$ cat src/rtl/seq_shift_unit.sv
// Multi-cycle shift/rotate unit (ROL, ASL, LSL, LSR) with valid/ready handshakes.
// Define SEQ_SHIFT_DUAL_STEP_EN to apply two single-bit steps per cycle while shifting.
//
// state | meaning
// IDLE  | in_ready=1, waiting for a command
// SHIFT | working register moves one (or two) bit positions per cycle
// DONE  | out_valid=1, result and flags held until out_ready
module seq_shift_unit #(
  parameter int WIDTH = 8,
  parameter int AMT_W = $clog2(WIDTH)
) (
  input  logic             clk,
  input  logic             reset,
  input  logic             in_valid,
  output logic             in_ready,
  input  logic [WIDTH-1:0] a,
  input  logic [AMT_W-1:0] amt,
  input  logic [1:0]       oppshift,
  output logic             out_valid,
  input  logic             out_ready,
  output logic [WIDTH-1:0] Result,
  output logic             carry,
  output logic             overflow
);

  localparam logic [1:0] OP_ROL = 2'b00;
  localparam logic [1:0] OP_ASL = 2'b01;
  localparam logic [1:0] OP_LSL = 2'b10;

  typedef enum logic [1:0] {
    S_IDLE  = 2'b00,
    S_SHIFT = 2'b01,
    S_DONE  = 2'b10
  } state_t;

  state_t           state_q, state_d;
  logic [WIDTH-1:0] b_q, b_d;
  logic [AMT_W-1:0] count_q, count_d;
  logic [1:0]       op_q, op_d;
  logic             carry_q, carry_d;
  logic             ovf_q, ovf_d;
  logic [AMT_W-1:0] amt_sat;
  logic [WIDTH+1:0] st1;
`ifdef SEQ_SHIFT_DUAL_STEP_EN
  logic [WIDTH+1:0] st2;
`endif

  // Out-of-range amounts only exist when WIDTH is not a power of two.
  if ((1 << AMT_W) > WIDTH) begin : g_sat
    always_comb amt_sat = (amt > AMT_W'(WIDTH-1)) ? AMT_W'(WIDTH-1) : amt;
  end else begin : g_nosat
    assign amt_sat = amt;
  end

  // One single-bit step: returns {overflow_hit, carry_out, next_value}.
  function automatic logic [WIDTH+1:0] step1(input logic [WIDTH-1:0] b,
                                             input logic [1:0]       op);
    logic [WIDTH-1:0] nb;
    logic             c;
    logic             hit;
    nb  = b;
    c   = 1'b0;
    hit = 1'b0;
    case (op)
      OP_ROL: begin
        nb = {b[WIDTH-2:0], b[WIDTH-1]};
        c  = b[WIDTH-1];
      end
      OP_ASL: begin
        nb  = {b[WIDTH-2:0], 1'b0};
        c   = b[WIDTH-1];
        hit = b[WIDTH-1] ^ b[WIDTH-2];
      end
      OP_LSL: begin
        nb = {b[WIDTH-2:0], 1'b0};
        c  = b[WIDTH-1];
      end
      default: begin
        nb = {1'b0, b[WIDTH-1:1]};
        c  = b[0];
      end
    endcase
    return {hit, c, nb};
  endfunction

  always_ff @(posedge clk) begin
    if (reset) begin
      state_q <= S_IDLE;
      b_q     <= '0;
      count_q <= '0;
      op_q    <= '0;
      carry_q <= 1'b0;
      ovf_q   <= 1'b0;
    end else begin
      state_q <= state_d;
      b_q     <= b_d;
      count_q <= count_d;
      op_q    <= op_d;
      carry_q <= carry_d;
      ovf_q   <= ovf_d;
    end
  end

  always_comb begin
    state_d   = state_q;
    b_d       = b_q;
    count_d   = count_q;
    op_d      = op_q;
    carry_d   = carry_q;
    ovf_d     = ovf_q;
    in_ready  = 1'b0;
    out_valid = 1'b0;
    st1       = step1(b_q, op_q);
`ifdef SEQ_SHIFT_DUAL_STEP_EN
    st2       = step1(st1[WIDTH-1:0], op_q);
`endif
    case (state_q)
      S_IDLE: begin
        in_ready = 1'b1;
        if (in_valid) begin
          b_d     = a;
          op_d    = oppshift;
          carry_d = 1'b0;
          ovf_d   = 1'b0;
          count_d = amt_sat;
          state_d = (amt_sat == '0) ? S_DONE : S_SHIFT;
        end
      end
      S_SHIFT: begin
        b_d     = st1[WIDTH-1:0];
        carry_d = st1[WIDTH];
        ovf_d   = ovf_q | st1[WIDTH+1];
        count_d = count_q - AMT_W'(1);
`ifdef SEQ_SHIFT_DUAL_STEP_EN
        if (count_q > AMT_W'(1)) begin
          b_d     = st2[WIDTH-1:0];
          carry_d = st2[WIDTH];
          ovf_d   = ovf_q | st1[WIDTH+1] | st2[WIDTH+1];
          count_d = count_q - AMT_W'(2);
        end
`endif
        if (count_d == '0) state_d = S_DONE;
      end
      S_DONE: begin
        out_valid = 1'b1;
        if (out_ready) state_d = S_IDLE;
      end
      default: state_d = S_IDLE;
    endcase
  end

  assign Result   = b_q;
  assign carry    = carry_q;
  assign overflow = ovf_q;

endmodule

$ cat config.mk
export PLATFORM = sky130hd
export DESIGN_NAME = seq_shift_unit
export DESIGN_NICKNAME = d
export VERILOG_FILES = /design/src/rtl/seq_shift_unit.sv
export SDC_FILE = /design/constraint.sdc
export NUM_CORES = 1
export LEC_CHECK = 0
export ABC_AREA = 0
export CAP_MARGIN = 20
export CORE_MARGIN = 5
export CORE_UTILIZATION = 42
export DETAILED_ROUTE_END_ITERATION = 8
export PLACE_DENSITY_LB_ADDON = 0.08
export SYNTH_ARGS = -nofsm -noshare
export SYNTH_HDL_FRONTEND = slang
export SYNTH_SLANG_ARGS = --single-unit
$ cat constraint.sdc
create_clock -name clk -period 1.75 [get_ports clk]
set_clock_uncertainty 0.1 [all_clocks]
set_input_delay 0.35 -clock clk [delete_from_list [all_inputs] [get_ports clk]]
set_output_delay 0.35 -clock clk [all_outputs]
set_load 0.005 [all_outputs]
# Word-level counts from Yosys, hierarchy flattened
# Index checks and enable logic that the tools add are counted.
classes:
  mux: 17
  addsub: 1
  eq_ne: 7
  bitwise: 2
  n_reduce_logical: 10
ops:
  columns: ["cell", "count"]
  rows:
  - ["$pmux W8 S2", 2]
  - ["$mux W2", 4]
  - ["$mux W8", 1]
  - ["$logic_not A3 Y1", 2]
  - ["$ne A2 B2 Y1 const B", 3]
  - ["$pmux W2 S3", 1]
  - ["$pmux W3 S2", 1]
  - ["$mux W1", 5]
  - ["$eq A2 B1 Y1 const B", 2]
  - ["$eq A2 B2 Y1 const B", 2]
  - ["$logic_not A2 Y1", 2]
  - ["$pmux W1 S2", 2]
  - ["$reduce_and A2 Y1", 2]
  - ["$mux W3", 1]
  - ["$reduce_and A3 Y1", 1]
  - ["$reduce_or A3 Y1", 1]
  - ["$sub A3 B1 Y3 const B", 1]
  - ["$reduce_bool A2 Y1", 1]
  - ["$reduce_or A2 Y1", 1]
  - ["$or A1 B1 Y1", 1]
  - ["$xor A1 B1 Y1", 1]
word_totals:
  elab_cells: 43
  ff_bits: 17
  output_inout_bits: 12
  in_bits: 17

# Depth between registers and ports, before layout
depth:
  word_depth: 4
  ltp_mapped: 5
  ltp_nobuf: 5

# Worst setup path after synthesis
# Ideal clock, no wire load.
synth_timing:
  path_type: "flip-flop to flip-flop"
  startpoint: "register op_q[0]"
  endpoint: "register b_q[2] (netlist: Result[2])"
  path_slack_ns: 0.100
  required_time_ns: 1.533
  setup_time_ns: 0.117
  arrival_ns: 1.432
  path_stages_with_launch: 6
  synth_period_minus_slack_ns: 1.650
  path_buffers: 0
  cell_sequence: "dfxtp_1 -> inv_1 -> ha_1 -> o21ba_4 -> a221o_1 -> a32o_1"
synth_via:
  elab_chain_len: 4
  elab_cells_between_ends: 6
  classes_between: "eq/ne: 2; mux: 2; reduce/logical: 2"
synth_rtl:
  columns: ["item", "line_no", "text"]
  rows:
  - ["start, declared", "39", "logic [1:0] op_q, op_d;"]
  - ["start signal, assigned", "98", "op_q <= op_d;"]
  - ["$eq A2 B2 Y1 / $eq A2 B1 Y1 (equally long branches)", "64", "case (op)"]
  - ["$reduce_or A2 Y1 (no line)", null, null]
  - ["$pmux W8 S2 *", "64", null]
  - ["$pmux W8 S2 *", "117", "case (state_q)"]
  - ["end signal, assigned", "89", "b_q <= '0;"]
  - ["end signal, assigned", "96", "b_q <= b_d;"]
  - ["end, declared", "37", "logic [WIDTH-1:0] b_q, b_d;"]
# Mark *: on every way between the ends. The rest lies on a longest branch, timed or not.
# A chain may end at the register's enable or synchronous reset.

# Final worst setup path
layout_timing:
  startpoint: "register op_q[1]"
  endpoint: "register b_q[2] (netlist: Result[2])"
# The elaborated chain is that of the path after synthesis.

==> flow_summary.yaml <==
pwr:
  combPwrFrac: 0.391
  power_density_nw_per_um2: 831
  vdd_drop_max_mv: 0.459
  p_sw_w: 0.000379
  power.total_w: 0.00117
  p_leak_nw: 0.606
  clockPowerShare: 0.179
  intPower_w: 0.000796
  switching_share: 0.322
  pwr-share-seq: 0.430
timing:
  slew_viol_final: 0
  worst_pin_slew_ns: 0.335
  rsz0062_at_grt: "no"
  slew_headroom: 0.776
  fmax_mhz: 598
  final.min_clock_period_ns: 1.67
  setup_ws_ns: 0.0789
  fin_crit_sh: 0.955
  setup_viol: 0
  hold_viol: 0
routing:
  drtIter0Drc: 12
  num_vias: 967
  drc: 0
  viasPerCell: 5.37
  final_antenna_net_count: 0
  wl_um: 2490
  first_pass_iters: 4
  post_drt_wl_per_cell_um: 13.8
floorplan:
  rows: 17
  coreArea_um2: 2250
  die_h_um: 59
  pin_count: 29
  die_area_um2: 3480
  start_util: 0.447
  die_w_um: 59
setup_path:
  reg2reg_depth: 5
  crit_arrival_ns: 1.76
  cp-end-kind: "register"
  worstSetupStartpointType: "register"
  worstPathRequired_ns: 1.83
  crit_fanout: 7
  path_class: "reg2reg"
global_routing:
  grt_pass1_vias: 965
  antenna_found_initial: 0
  grt_pass1_wl_um: 4240
  grt_util_all_layers: 0.153
  overflow: 0
  grt_max_degree: 15
yosys:
  syn-num-nets: 135
  ys_warn_count: 0
  async_flop_share: 0
  syn_area_um2: 1010
  synth-seq-cells: 17
  syn_inst: 113
  synthTopCellsByArea: "dfxtp_1 (34%), ha_1 (6.2%), a221o_1 (6.0%)"
  syn_avg_cell_area_um2: 8.92
  seq_area_frac_synth: 0.337
  synth_edf_count: 0
  yosys.area.top_type: "dfxtp_1"
  netlist.area_leader.share: 0.337
  synth_flop_cell: "dfxtp_1"
  yosys.cell_count.top_type: "dfxtp_1"
  netlist_top_cells_count: "dfxtp_1 (17), nand2_1 (15), inv_1 (11)"
  synth_cell_types: 38
clocking:
  tritoncts: "built"
  clk_path_buf_depth: 2
  numClockSinks: 17
  hold_buffers: 0
  cts-root-buf: "clkbuf_4"
  clock_latency_ns: 0.28
  numCtsBuffers: 3
  htreeDepth: 1
  cts.clk_slew.worst_paths_ns: 0.10
  post-cts-setup-buffer-count: 0
  cts_resized: 3
placed_design:
  place_hpwl_um: 1970
  gp_routability_congestion: 0.793
  io_buffers: 28
  place_inst: 176
  place_ws_ns: -0.0217
run_status:
  status: "completed"
hold_path:
  worstHoldPathType: "reg2reg"
  min_path_cells: 2
finish:
  final_util: 0.627
  final_cells: 180
  area_growth_pct: 40.1
  drive_gt1_frac: 0.197
  layout.nets: 175
  antennaDiodeCount: 0
job:
  cap_violations: 0
-- stage by stage --
step           TNS (ns)  area (um^2)  hold WS [ns]
2_1_floorplan         0         1010         0.351
3_3_place_gp          0         1380         0.386
3_5_place_dp    -0.0304         1380         0.388
4_1_cts               0         1410         0.405
5_1_grt               0         1410         0.421
6_report              0         1410         0.401
-- worst max-delay path: stages (launching register included) --
cell     delay, ns
dfxtp_2       0.34
inv_1         0.05
ha_1          0.28
o21ba_4       0.25
a221o_1       0.31
a32o_1        0.25
-- routing by layer --
metal / global-route usage / wire length (um) / vias up
li1: - / - / 490
met1: 0.191 / 1170 / 459
met2: 0.267 / 1200 / 16
met3: 0.0305 / 99 / 2
met4: 0.0388 / 18 / 0
met5: 0 / 0 / -
-- final cells by class --
cell class                      count  area [um^2]
Tap cell                           28         35.0
Sequential cell                    17          348
Timing Repair Buffer               41          379
Multi-Input combinational cell     79          583
Clock buffer                        4         26.3
Inverter                           11         41.3
Fill cell                         216          842
-- flip-flops by register name, indices dropped and copies added (netlist names) --
name and cells:
count_q 3, Result 8, overflow 1, op_q 2
state_q 2, carry 1
-- power by group through the flow --
stage / Clock (W) / Combinational (W) / Sequential, W
floorplan: 0 / 0.000273 / 0.000499
global placement: 0 / 0.000460 / 0.000509
detailed placement: 0 / 0.000461 / 0.000510
CTS: 0.000219 / 0.000462 / 0.000502
global route: 0.000244 / 0.000505 / 0.000514
finish: 0.000210 / 0.000459 / 0.000505
-- final timing paths --
check | start | to | slack, ns
worst max-delay path | op_q[1] | Result[2] | 0.08
worst min-delay path | count_q[2] | count_q[2] | 0.40
worst max register to register | op_q[1] | Result[2] | 0.08
worst min register to register | count_q[2] | count_q[2] | 0.40
-- cells in the final DEF (no fill, tap or decap), drive strengths merged --
master         synthesis  final
a32o                   6      6
nor3                   1      1
a21o                   2      2
o21ai                  4      4
a221o                  6      6
a211oi                 1      1
o31ai                  2      2
dfxtp                 17     17
nor3b                  1      1
clkdlybuf4s50          0     26
and3b                  1      1
inv                   11     11
o32a                   1      1
o41ai                  1      1
nand3                  3      3
o21ba                  2      2
nand2                 15     15
xnor2                  1      1
a2bb2oi                1      1
buf                    5     13
o221a                  1      1
dlygate4sd2            0      1
nand2b                 1      1
dlymetal6s2s           0      1
mux2i                  3      3
nor2b                  2      2
a311oi                 1      1
xor2                   1      1
nor2                  11     11
a221oi                 3      3
o21bai                 1      1
o211a                  1      1
ha                     5      5
a21oi                  1      1
clkbuf                 1      4
-- cells by family (layout without fill, tap and decap cells) --
group	after synthesis	in the layout	share of synthesized area
AO/OA/AOI/OAI	34	34	0.310
XOR/XNOR	2	2	0.0174
adder cells (fa/ha/maj)	5	5	0.0620
buffers and inverters	17	56	0.0844
flip-flops	17	17	0.337
multiplexers	3	3	0.0298
AND/OR/NAND/NOR	35	35	0.159
(Power assumes the default switching activity.)
